[config.mk]
export PLATFORM = sky130hd
export DESIGN_NAME = qr_bitmap_loader
export DESIGN_NICKNAME = d
export VERILOG_FILES = /design/src/rtl/qr_pkg.sv /design/src/rtl/qr_bank_ram.sv /design/src/rtl/qr_bitmap_loader.sv
export SDC_FILE = /design/constraint.sdc
export NUM_CORES = 1
export LEC_CHECK = 0
export CELL_PAD_IN_SITES_DETAIL_PLACEMENT = 1
export CELL_PAD_IN_SITES_GLOBAL_PLACEMENT = 2
export CORE_MARGIN = 2
export CORE_UTILIZATION = 35
export CTS_BUF_LIST = sky130_fd_sc_hd__clkbuf_8 sky130_fd_sc_hd__clkbuf_16
export DETAILED_ROUTE_END_ITERATION = 6
export PLACE_DENSITY = 0.6
export SYNTH_ARGS = -nofsm -noshare
export SYNTH_HDL_FRONTEND = slang
export SYNTH_SLANG_ARGS = --single-unit
[constraint.sdc]
create_clock -name clk -period 3.3 [get_ports clk]
set_clock_uncertainty 0.15 [all_clocks]
set_input_delay 0.66 -clock clk [delete_from_list [all_inputs] [get_ports clk]]
set_output_delay 0.66 -clock clk [all_outputs]
set_load 0.01 [all_outputs]
[src/rtl/qr_pkg.sv]
// Shared constants and FSM state type for the QR bitmap loader.
package qr_pkg;
  localparam int unsigned QR_SIZE       = 27;
  localparam int unsigned BYTES_PER_ROW = 4;
  localparam int unsigned ROW_W         = 5;
  localparam logic [7:0]  SYNC_BYTE     = 8'hA5;

  typedef enum logic [2:0] {
    StIdle,
    StRow,
    StCsum,
    StCheck,
    StPending
  } state_e;
endpackage

[src/rtl/qr_bank_ram.sv]
// Two-bank row memory: one write port, one registered read port.
// The array has no reset, so it can map to block RAM.
module qr_bank_ram #(
  parameter int unsigned QR_SIZE = 27
) (
  input  logic                      clk,
  input  logic                      rst,
  input  logic                      we,
  input  logic                      wr_bank,
  input  logic [qr_pkg::ROW_W-1:0]  wr_row,
  input  logic [QR_SIZE-1:0]        wr_data,
  input  logic                      rd_bank,
  input  logic [qr_pkg::ROW_W-1:0]  rd_row,
  output logic [QR_SIZE-1:0]        rd_data
);

  logic [QR_SIZE-1:0] mem [2][QR_SIZE];

  always_ff @(posedge clk) begin
    if (we) begin
      mem[wr_bank][wr_row] <= wr_data;
    end
  end

  // Out-of-range rows read as blank so the VGA stage can scan past the bitmap.
  always_ff @(posedge clk or posedge rst) begin
    if (rst) begin
      rd_data <= '0;
    end else if (32'(rd_row) < QR_SIZE) begin
      rd_data <= mem[rd_bank][rd_row];
    end else begin
      rd_data <= '0;
    end
  end

endmodule

[src/rtl/qr_bitmap_loader.sv]
// Receives a framed QR bitmap byte stream, checks it and swaps it into the
// displayed bank at the next frame boundary.
module qr_bitmap_loader #(
  parameter int unsigned QR_SIZE       = qr_pkg::QR_SIZE,
  parameter int unsigned BYTES_PER_ROW = qr_pkg::BYTES_PER_ROW,
  parameter int unsigned TIMEOUT       = 50_000_000
) (
  input  logic               clk,
  input  logic               rst,
  input  logic [7:0]         in_data,
  input  logic               in_valid,
  output logic               in_ready,
  input  logic               frame_start,
  input  logic [4:0]         rd_row,
  output logic [QR_SIZE-1:0] rd_data,
  output logic               bank,
  output logic               frame_ok,
  output logic               frame_err,
  output logic               busy
);
  import qr_pkg::*;

  localparam int unsigned PackW = 8 * (BYTES_PER_ROW - 1);
  localparam int unsigned ByteW = $clog2(BYTES_PER_ROW);
  localparam int unsigned IdleW = $clog2(TIMEOUT + 1);

  state_e             state_q, state_d;
  logic [ROW_W-1:0]   row_q, row_d;
  logic [ByteW-1:0]   byte_q, byte_d;
  logic [PackW-1:0]   pack_q, pack_d;
  logic [7:0]         acc_q, acc_d;
  logic [IdleW-1:0]   idle_q, idle_d;
  logic               match_q, match_d;
  logic               bank_q, bank_d;

  logic               accept;
  logic               last_byte;
  logic               last_row;
  logic               timed_out;
  logic               we;
  logic [QR_SIZE-1:0] wr_data;

  assign bank      = bank_q;
  assign accept    = in_valid && in_ready;
  assign last_byte = (byte_q == ByteW'(BYTES_PER_ROW - 1));
  assign last_row  = (row_q == ROW_W'(QR_SIZE - 1));
  assign timed_out = (idle_q == IdleW'(TIMEOUT - 1));
  // Earlier bytes sit in pack_q; the final byte completes the row, top bits dropped.
  assign wr_data   = QR_SIZE'({in_data, pack_q});

  always_comb begin
    state_d   = state_q;
    row_d     = row_q;
    byte_d    = byte_q;
    pack_d    = pack_q;
    acc_d     = acc_q;
    idle_d    = idle_q;
    match_d   = match_q;
    bank_d    = bank_q;
    we        = 1'b0;
    frame_ok  = 1'b0;
    frame_err = 1'b0;
    in_ready  = 1'b0;
    busy      = 1'b1;

    unique case (state_q)
      StIdle: begin
        in_ready = 1'b1;
        busy     = 1'b0;
        if (accept && in_data == SYNC_BYTE) begin
          state_d = StRow;
          row_d   = '0;
          byte_d  = '0;
          acc_d   = '0;
          idle_d  = '0;
        end
      end
      StRow: begin
        in_ready = 1'b1;
        if (accept) begin
          idle_d = '0;
          acc_d  = acc_q ^ in_data;
          pack_d = PackW'({in_data, pack_q} >> 8);
          if (last_byte) begin
            we     = 1'b1;
            byte_d = '0;
            row_d  = row_q + 1'b1;
            if (last_row) begin
              state_d = StCsum;
            end
          end else begin
            byte_d = byte_q + 1'b1;
          end
        end else if (timed_out) begin
          frame_err = 1'b1;
          state_d   = StIdle;
        end else begin
          idle_d = idle_q + 1'b1;
        end
      end
      StCsum: begin
        in_ready = 1'b1;
        if (accept) begin
          idle_d  = '0;
          match_d = (in_data == acc_q);
          state_d = StCheck;
        end else if (timed_out) begin
          frame_err = 1'b1;
          state_d   = StIdle;
        end else begin
          idle_d = idle_q + 1'b1;
        end
      end
      StCheck: begin
        frame_ok  = match_q;
        frame_err = !match_q;
        state_d   = match_q ? StPending : StIdle;
      end
      StPending: begin
        if (frame_start) begin
          bank_d  = ~bank_q;
          state_d = StIdle;
        end
      end
      default: begin
        state_d = StIdle;
      end
    endcase
  end

  always_ff @(posedge clk or posedge rst) begin
    if (rst) begin
      state_q <= StIdle;
      row_q   <= '0;
      byte_q  <= '0;
      pack_q  <= '0;
      acc_q   <= '0;
      idle_q  <= '0;
      match_q <= 1'b0;
      bank_q  <= 1'b0;
    end else begin
      state_q <= state_d;
      row_q   <= row_d;
      byte_q  <= byte_d;
      pack_q  <= pack_d;
      acc_q   <= acc_d;
      idle_q  <= idle_d;
      match_q <= match_d;
      bank_q  <= bank_d;
    end
  end

  qr_bank_ram #(
    .QR_SIZE (QR_SIZE)
  ) u_ram (
    .clk     (clk),
    .rst     (rst),
    .we      (we),
    .wr_bank (~bank_q),
    .wr_row  (row_q),
    .wr_data (wr_data),
    .rd_bank (bank_q),
    .rd_row  (rd_row),
    .rd_data (rd_data)
  );

endmodule

==> results summary, run 1 <==
The clock slew seen by the registers of the worst setup and hold paths came out at 0.06 ns. The part of the cycle the worst path needs came out at 111.6%. The final reports fail on negative setup slack. The power density relative to cell area came out at 662.8 nW/um^2.

The detailed-routing iteration count for the pre-antenna-repair pass came out at 5. The number of design rule violations left after detail routing came out at 0. The final layout contains routed wiring with a total length of 189.0 mm. The I/O pin count came out at 49. The max capacitance violation total came out at 0. The initialized floorplan defines 152 standard-cell rows. The clock net sink count came out at 1555.

The number of non-filler instances in the completed layout is 5819. The initial antenna violation count is 13. The max-slew violation total from the final report is 0. Setup violations remaining at the end of the flow were counted as 3.

The die height is 418.7 um. The area of the core came out at 171200 sq um. The final-stage net count is 3469. STA classifies the critical path endpoint as a primary output. The maximum achievable frequency came out at 271.6 MHz. For this run, asynchronously set or reset flops after synthesis account for 6.238%.

The number of H-tree levels came out at 4. The cell count after synthesis came out at 2981. The number of cells in the design after placement is 5511. The global-route wire length before repair is 267.0 mm. The source-to-sink clock delay at the later pin of the worst-skew pair came out at 0.81 ns. The cell area after synthesis came out at 60200 sq um. The worst setup path is launched from a flip-flop. The flow ran to the end, but the final reports show violations. The launch instance of the worst register-to-register path is bank. The summed negative setup slack over all endpoints is -0.7731 ns. The data arrival at the endpoint of the critical path is 2.87 ns. Setup repair after global routing could not meet its margin everywhere. The detailed router's first-iteration violation count came out at 3393. The relative max-transition margin came out at 15.30%.

The area used by multi-input combinational logic came out at 13640 sq um. The sequential element share of the synthesized area is 76.77%. Counting flops with a built-in enable in the synthesized netlist gives 1458. The count of nets left with antenna violations once routing finished came out at 0. The average wire per standard cell is 32.49 um. The critical path class is reg -> out. The tree is rooted in a sky130_fd_sc_hd__clkbuf_16. The area growth from synthesis to layout came out at 21.79%.

The final critical delay including setup and external delays is 3.682 ns. Each instance of the synthesized netlist takes up on average 20.19 sq um. The number of buffers inserted by hold repair at cts is 0. The total die area came out at 175300 sq um. The filler cell count in the final layout is 16040.

The final count of hold timing violations was 0. Yosys printed 0 warnings. The pin count of the biggest net entering global routing came out at 57. The largest fanout on the critical path came out at 2.

The largest buffer count on any clock path is 3. The synthesis-stage register bit count is 1555. Once routing completed, OpenROAD measured the worst setup slack at -0.3822 ns. Global routing used 21.77% of the available tracks across all layers.

The effective utilization at floorplan came out at 35.17%. The most critical setup path has its startpoint at idle_q[1]. The path category of the worst min-delay check is in -> async.

The residual overflow from global routing is 0. The estimated wirelength of the detail-placed design is 124.0 mm. The via count of the first global-routing pass came to 34090. The final weighted congestion of routability-driven global placement is 0.8475.

The worst endpoint required time came out at 2.49 ns. The leakage power is 24.08 nW. The slew at the pin closest to its max-slew limit is 1.270 ns. The sequential standard cell area came out at 46240 sq um. The post-synth net total came out at 3004. The maximum VDD drop is 0.5598 mV. The layout cell share with drive strength beyond 1 is 31.58%. The number of buffer cells added on primary ports is 48. In the routed layout, each cell is associated on average with a via count of 5.509. The number of distinct library cell variants in the gate-level netlist after synthesis came out at 73. The most used flip-flop cell after synthesis is sky130_fd_sc_hd__edfxtp_1.

The total number of vias is 32060. The TritonCTS buffer count is 164. TritonCTS built the clock tree.

The floorplan die width came out at 418.7 um.
## power breakdown
group	leakage [nW]	switching, W	internal (W)
clock network	2.77	0.00798	0.0104
logic	6.80	0.00288	0.00171
registers	14.5	0.00178	0.0238
total	24.1	0.0126	0.0360
## placed cells by master (no fill, tap or decap), types with 19 or more instances in the layout
master / synthesis / final
sky130_fd_sc_hd__buf_12: 0 / 130
sky130_fd_sc_hd__nor2_1: 116 / 58
sky130_fd_sc_hd__clkinv_1: 2 / 24
sky130_fd_sc_hd__mux2i_1: 106 / 106
sky130_fd_sc_hd__o21ai_0: 75 / 75
sky130_fd_sc_hd__a22oi_1: 41 / 41
sky130_fd_sc_hd__nand4_1: 19 / 19
sky130_fd_sc_hd__a21oi_1: 44 / 44
sky130_fd_sc_hd__nand3_1: 39 / 38
sky130_fd_sc_hd__clkdlybuf4s50_1: 0 / 40
sky130_fd_sc_hd__edfxtp_1: 1458 / 1458
sky130_fd_sc_hd__mux2_2: 21 / 21
sky130_fd_sc_hd__clkinv_2: 0 / 36
sky130_fd_sc_hd__inv_1: 17 / 43
sky130_fd_sc_hd__dfrtp_1: 97 / 72
sky130_fd_sc_hd__dfrtp_2: 0 / 24
sky130_fd_sc_hd__buf_4: 14 / 280
sky130_fd_sc_hd__mux4_2: 332 / 332
sky130_fd_sc_hd__clkbuf_16: 0 / 167
sky130_fd_sc_hd__nor2_4: 0 / 54
sky130_fd_sc_hd__o22ai_1: 32 / 32
sky130_fd_sc_hd__nand2_1: 172 / 172
## sequential cells by signal (all words and copies together) (netlist names)
register	cells
byte_q	2
u_ram.rd_data	27
match_q	1
pack_q	24
idle_q	26
state_q	3
u_ram.mem	1458
bank	1
row_q	5
acc_q	8
## cell type report
cell class	count	area share, %
Tap cell	2233	3.811
Multi-Input combinational cell	1247	18.61
Timing Repair Buffer	458	7.040
Clock buffer	184	6.020
Sequential cell	1555	63.08
Antenna cell	1	0.003413
Inverter	20	0.1092
Clock inverter	121	1.330
## stage by stage
| stage | util [%] | area, sq um | hold WS, ns | worst slack [ns] | power, W |
|---|---|---|---|---|---|
| final | 42.83 | 73310 | 0.09933 | -0.3822 | 0.04859 |
| after CTS | 42.82 | 73280 | 0.07075 | -0.4684 | 0.04907 |
| after detailed placement | 39.65 | 67870 | 0.3460 | -0.1593 | 0.03068 |
| after global placement | 39.65 | 67870 | 0.3175 | -0.1717 | 0.03039 |
| after global routing | 42.83 | 73310 | 0.1053 | -0.4806 | 0.05003 |
| after floorplan | - | 60200 | 0.3038 | -0.3991 | 0.02715 |
## final timing paths
kind	to	slack [ns]	depth (start not counted)
worst max-delay path	frame_err	-0.38	7
worst min-delay path	u_ram.rd_data[8]	0.1	2
worst max register to register	u_ram.rd_data[26]	0.04	9
worst min register to register	acc_q[6]	0.35	1
max in group asynchronous	u_ram.rd_data[6]	2.13	3
min in group clk	u_ram.rd_data[17]	0.26	3
## per-layer routing
| layer | vias up | track usage (%) | share of wire [%] |
|---|---|---|---|
| met3 | 246 | 3.387 | 5.4 |
| met5 | - | 0 | 0.020 |
| li1 | 13270 | - | - |
| met1 | 17530 | 29.49 | 42 |
| met2 | 1003 | 36.22 | 49 |
| met4 | 6 | 6.584 | 2.8 |
## synthesized netlist by cell type (all sizes together), types with 18 or more instances
cell	n	area share (%)
nor2	116	0.72
mux2	21	0.39
o22ai	32	0.33
nand3	39	0.32
a22oi	41	0.51
inv	18	0.11
mux2i	106	1.8
a31oi	18	0.19
edfxtp	1458	73
buf	85	0.75
clkbuf	74	0.46
o21ai	76	0.63
a21oi	44	0.37
nand2	173	1.1
mux4	332	12
nand4	19	0.20
dfrtp	97	4.0
## kinds of logic (layout without fill, tap and decap cells)
| group | Yosys count | count (layout) | share of synthesized area [%] |
|---|---|---|---|
| adder cells (fa/ha/maj) | 6 | 6 | 0.1247 |
| XOR/XNOR | 12 | 12 | 0.1746 |
| buffers and inverters | 179 | 783 | 1.341 |
| AND/OR/NAND/NOR | 457 | 457 | 3.550 |
| multiplexers | 459 | 459 | 14.58 |
| flip-flops | 1555 | 1555 | 76.77 |
| AO/OA/AOI/OAI | 313 | 313 | 3.467 |
| other | 0 | 1 | 0 |
## worst max-delay path: stages, from the launching register on
cell	delay (ns)
sky130_fd_sc_hd__dfrtp_1	0.37
sky130_fd_sc_hd__ha_2	0.21
sky130_fd_sc_hd__nand3_2	0.09
sky130_fd_sc_hd__or2_4	0.24
sky130_fd_sc_hd__or4_4	0.54
sky130_fd_sc_hd__o32a_1	0.31
sky130_fd_sc_hd__nor2_2	0.14
sky130_fd_sc_hd__buf_2	0.16
## timing repair
| item | CTS | global route |
|---|---|---|
| buffers inserted | 2 | 1 |
| pin swaps | 5 | 4 |
| endpoints found under the hold margin | 0 | 0 |
| gates resized for setup | 10 | 3 |
| setup endpoints to repair | 3 | 4 |
Note: power is estimated with default switching activity, not from simulation.
==> run 2: changes to the inputs <==
Settings changed: CELL_PAD_IN_SITES_DETAIL_PLACEMENT 1 to unset, CELL_PAD_IN_SITES_GLOBAL_PLACEMENT 2 to unset, PLACE_DENSITY 0.6 to 0.5, SETUP_SLACK_MARGIN set to 0.5, SKIP_LAST_GASP set to 1.
==> run 2 against run 1 <==
Against the previous run:
- the run still ends with negative setup slack left
- clock-buffer cell count unchanged
- utilization up 0.67 points
- clock power up 2%
- wire length down 2.9%
- design area up 1.6%
- global-route usage down 0.97 points
- combinational power about the same
- sequential share of layout area down 0.97 points
- worst hold slack better by 0.13 ns
- total power up 1.3%
- cell count up 0.50%
- largest cell class unchanged
==> results summary, run 2 (synthesis gave the netlist of run 1 again) <==
The flow ran to the end, but the final reports show violations. The checks that failed: negative setup slack. In this run the remaining antenna-violating nets after routing total 0.

Setup violations remaining at the end of the flow were counted as 1. In this run the tightest slew margin relative to its limit is 13.88%. The TritonCTS buffer count is 163. The analysis attributes to cell leakage a power of 24.47 nW. The number of cells in the design after placement is 5449. The via count of the first global-routing pass is 32940. The clock slew seen by the registers of the worst setup and hold paths came out at 0.06 ns. The signal on the critical path passes through ha_2, nand3_2, or2_4, or4_4, o32a_1, nor2_1, buf_2. The area growth from synthesis to layout is 23.69%. In the post-route analysis, the smallest setup slack over all paths is -0.3636 ns. The floorplan die width came out at 418.7 um. Across the run, the number of max-cap violations was 0.

The data arrival at the endpoint of the critical path came out at 2.85 ns. The first global-routing pass estimated 255.0 mm of wire. The kind of end point of the critical path is a primary output. The maximum VDD drop is 0.4390 mV. The total die area came out at 175300 sq um. Routability-driven placement finished with a final weighted congestion of 0.8271.

The clock reaches the later pin of the worst-skew pair after 0.80 ns. Dividing total power by cell area gives a power density of 661.4 nW/um^2. Measured along the y axis, the die boundary spans 418.7 um. The residual overflow from global routing came out at 0. STA puts the critical path data required time at 2.49 ns.

TritonCTS built the clock tree. The I/O pin count is 49. The detailed router's first-iteration violation count is 3945.

The pre-antenna-repair detailed-routing pass consisted of 5 iterations. The wire length reported by the detailed router is 183.5 mm. The largest registers in the layout are u_ram.mem x1458, u_ram.rd_data x27, idle_q x26. Leaving out filler cells and counting taps, the final layout contains 5848.

Leaving out fill and tap cells, the most frequent cells in the layout are sky130_fd_sc_hd__edfxtp_1, sky130_fd_sc_hd__mux4_2, sky130_fd_sc_hd__buf_4, sky130_fd_sc_hd__clkbuf_16, sky130_fd_sc_hd__nand2_1. The final-stage net count is 3499. The mean number of vias per cell is 5.596. The largest buffer count on any clock path came out at 3.

Of all nets on the critical path, the largest fanout is 4. The path category of the worst min-delay check is in -> async. The worst setup path is launched from a flip-flop. The number of buffers inserted by hold repair at cts is 0. Setup repair after global routing could not meet its margin everywhere.

The register with the most flip-flops in the final layout is u_ram.mem. The final count of hold timing violations is 0. After legalization and detailed placement, the total HPWL measured 114.5 mm. The number of H-tree levels is 4. The critical path class is reg -> out. The standard cell with the maximum stage delay on the critical path is sky130_fd_sc_hd__or4_4. The initial antenna violation count came out at 11.

The worst slack after detailed placement is -0.1053 ns. The library cell used most frequently in the layout, excluding fill and tap cells, is sky130_fd_sc_hd__edfxtp_1. For this design, the sink count on the clock tree is 1555. The maximum achievable frequency came out at 273.0 MHz. The effective utilization at floorplan came out at 35.17%. Fill cells in the final layout number 14720.

The total area inside the core boundary comes to 171200 sq um. The row count is 152. The number of design rule violations left after detail routing is 0. The layout cell share with drive strength beyond 1 is 34.60%. The max-slew violation total from the final report came out at 0. The average wire per standard cell is 31.38 um. The smallest clock period supported by the final layout is computed as 3.664 ns. The peak per-stage delay on the critical path is 0.55 ns.

The slew at the pin closest to its max-slew limit came out at 1.292 ns. The total number of vias came out at 32730. The worst path uses 111.0% of the clock period.

The root buffer cell is sky130_fd_sc_hd__clkbuf_16. In this run the tool buffered the top-level ports with 48 buffer cells. The number of flip-flops in the largest register is 1458. Entering global routing, the biggest net connects 58 pins. Global routing used 20.80% of the available tracks across all layers.
## run 2: cell types whose count changed in the layout (fill, tap and decap cells not counted), moves of 8 or more
cell	change
sky130_fd_sc_hd__clkbuf_16	+8
sky130_fd_sc_hd__mux2i_1	-15
sky130_fd_sc_hd__buf_6	+29
sky130_fd_sc_hd__a22oi_2	+16
sky130_fd_sc_hd__buf_8	+9
sky130_fd_sc_hd__bufinv_16	+8
sky130_fd_sc_hd__o21ai_0	-10
sky130_fd_sc_hd__buf_16	+11
sky130_fd_sc_hd__a22oi_1	-16
sky130_fd_sc_hd__buf_12	-29
sky130_fd_sc_hd__nand3_1	-9
sky130_fd_sc_hd__mux2i_2	+8
sky130_fd_sc_hd__o22ai_1	-9
## run 2: worst max-delay path, delay by kind of cell, from the launching register on
family / cells / cell delay (ns)
AO/OA/AOI/OAI: 1 / 0.30
adder cells (fa/ha/maj): 1 / 0.21
buffers and inverters: 1 / 0.15
flip-flops: 1 / 0.38
AND/OR/NAND/NOR: 4 / 1.02
## run 2: metrics by stage
stage / setup TNS [ns] / hold WS, ns / total power (W) / instance area (sq um) / util, %
after floorplan: 0 / 0.3038 / 0.02717 / 60540 / -
after global placement: -0.3143 / 0.3189 / 0.03006 / 66960 / 39.12
after detailed placement: -0.1381 / 0.3320 / 0.03031 / 66960 / 39.12
after CTS: -0.4340 / 0.2143 / 0.04933 / 73480 / 42.93
after global routing: -0.4700 / 0.2881 / 0.05069 / 74450 / 43.50
final: -0.3636 / 0.2288 / 0.04924 / 74460 / 43.50
## run 2: power breakdown
group          leakage [nW]  internal [W]  total (W)  switching [W]
Sequential             14.5        0.0238     0.0258        0.00202
Clock                  2.81        0.0110     0.0188        0.00776
Combinational          7.14       0.00204    0.00462        0.00257
## run 2: metal layers
metal / global-route usage, % / part of all wire, %
met1: 28.96 / 42
met5: 0 / 0
met3: 3.560 / 7.5
met4: 4.956 / 2.3
met2: 34.11 / 48
## run 2: repair_timing
item                       4_1_cts  5_1_grt
gates cloned                     6        6
resized for setup              103      116
pin swaps                       22       39
setup buffers                   51       32
setup endpoints to repair      754      224
## run 2: cell type report
type                            count  area (sq um)  share of cell area, %
Inverter                           20         86.33                 0.1160
Sequential cell                  1555         46250                  62.11
Clock buffer                      184          4436                  5.957
Multi-Input combinational cell   1247         14240                  19.13
Antenna cell                        2         5.005               0.006722
Clock inverter                    118          1067                  1.433
Timing Repair Buffer              489          5580                  7.495
Tap cell                         2233          2794                  3.752
## run 2: final timing paths
| path | depth (start not counted) | startpoint | slack (ns) | endpoint |
|---|---|---|---|---|
| max in group asynchronous | 3 | rst | 2.07 | u_ram.rd_data[3] |
| setup reg to reg | 9 | bank | 0.37 | u_ram.rd_data[15] |
| min in group clk | 2 | frame_start | 0.34 | state_q[2] |
| setup / recovery | 7 | idle_q[1] | -0.36 | frame_err |
| hold / removal | 2 | rst | 0.23 | idle_q[1] |
| hold reg to reg | 2 | byte_q[1] | 0.34 | byte_q[1] |
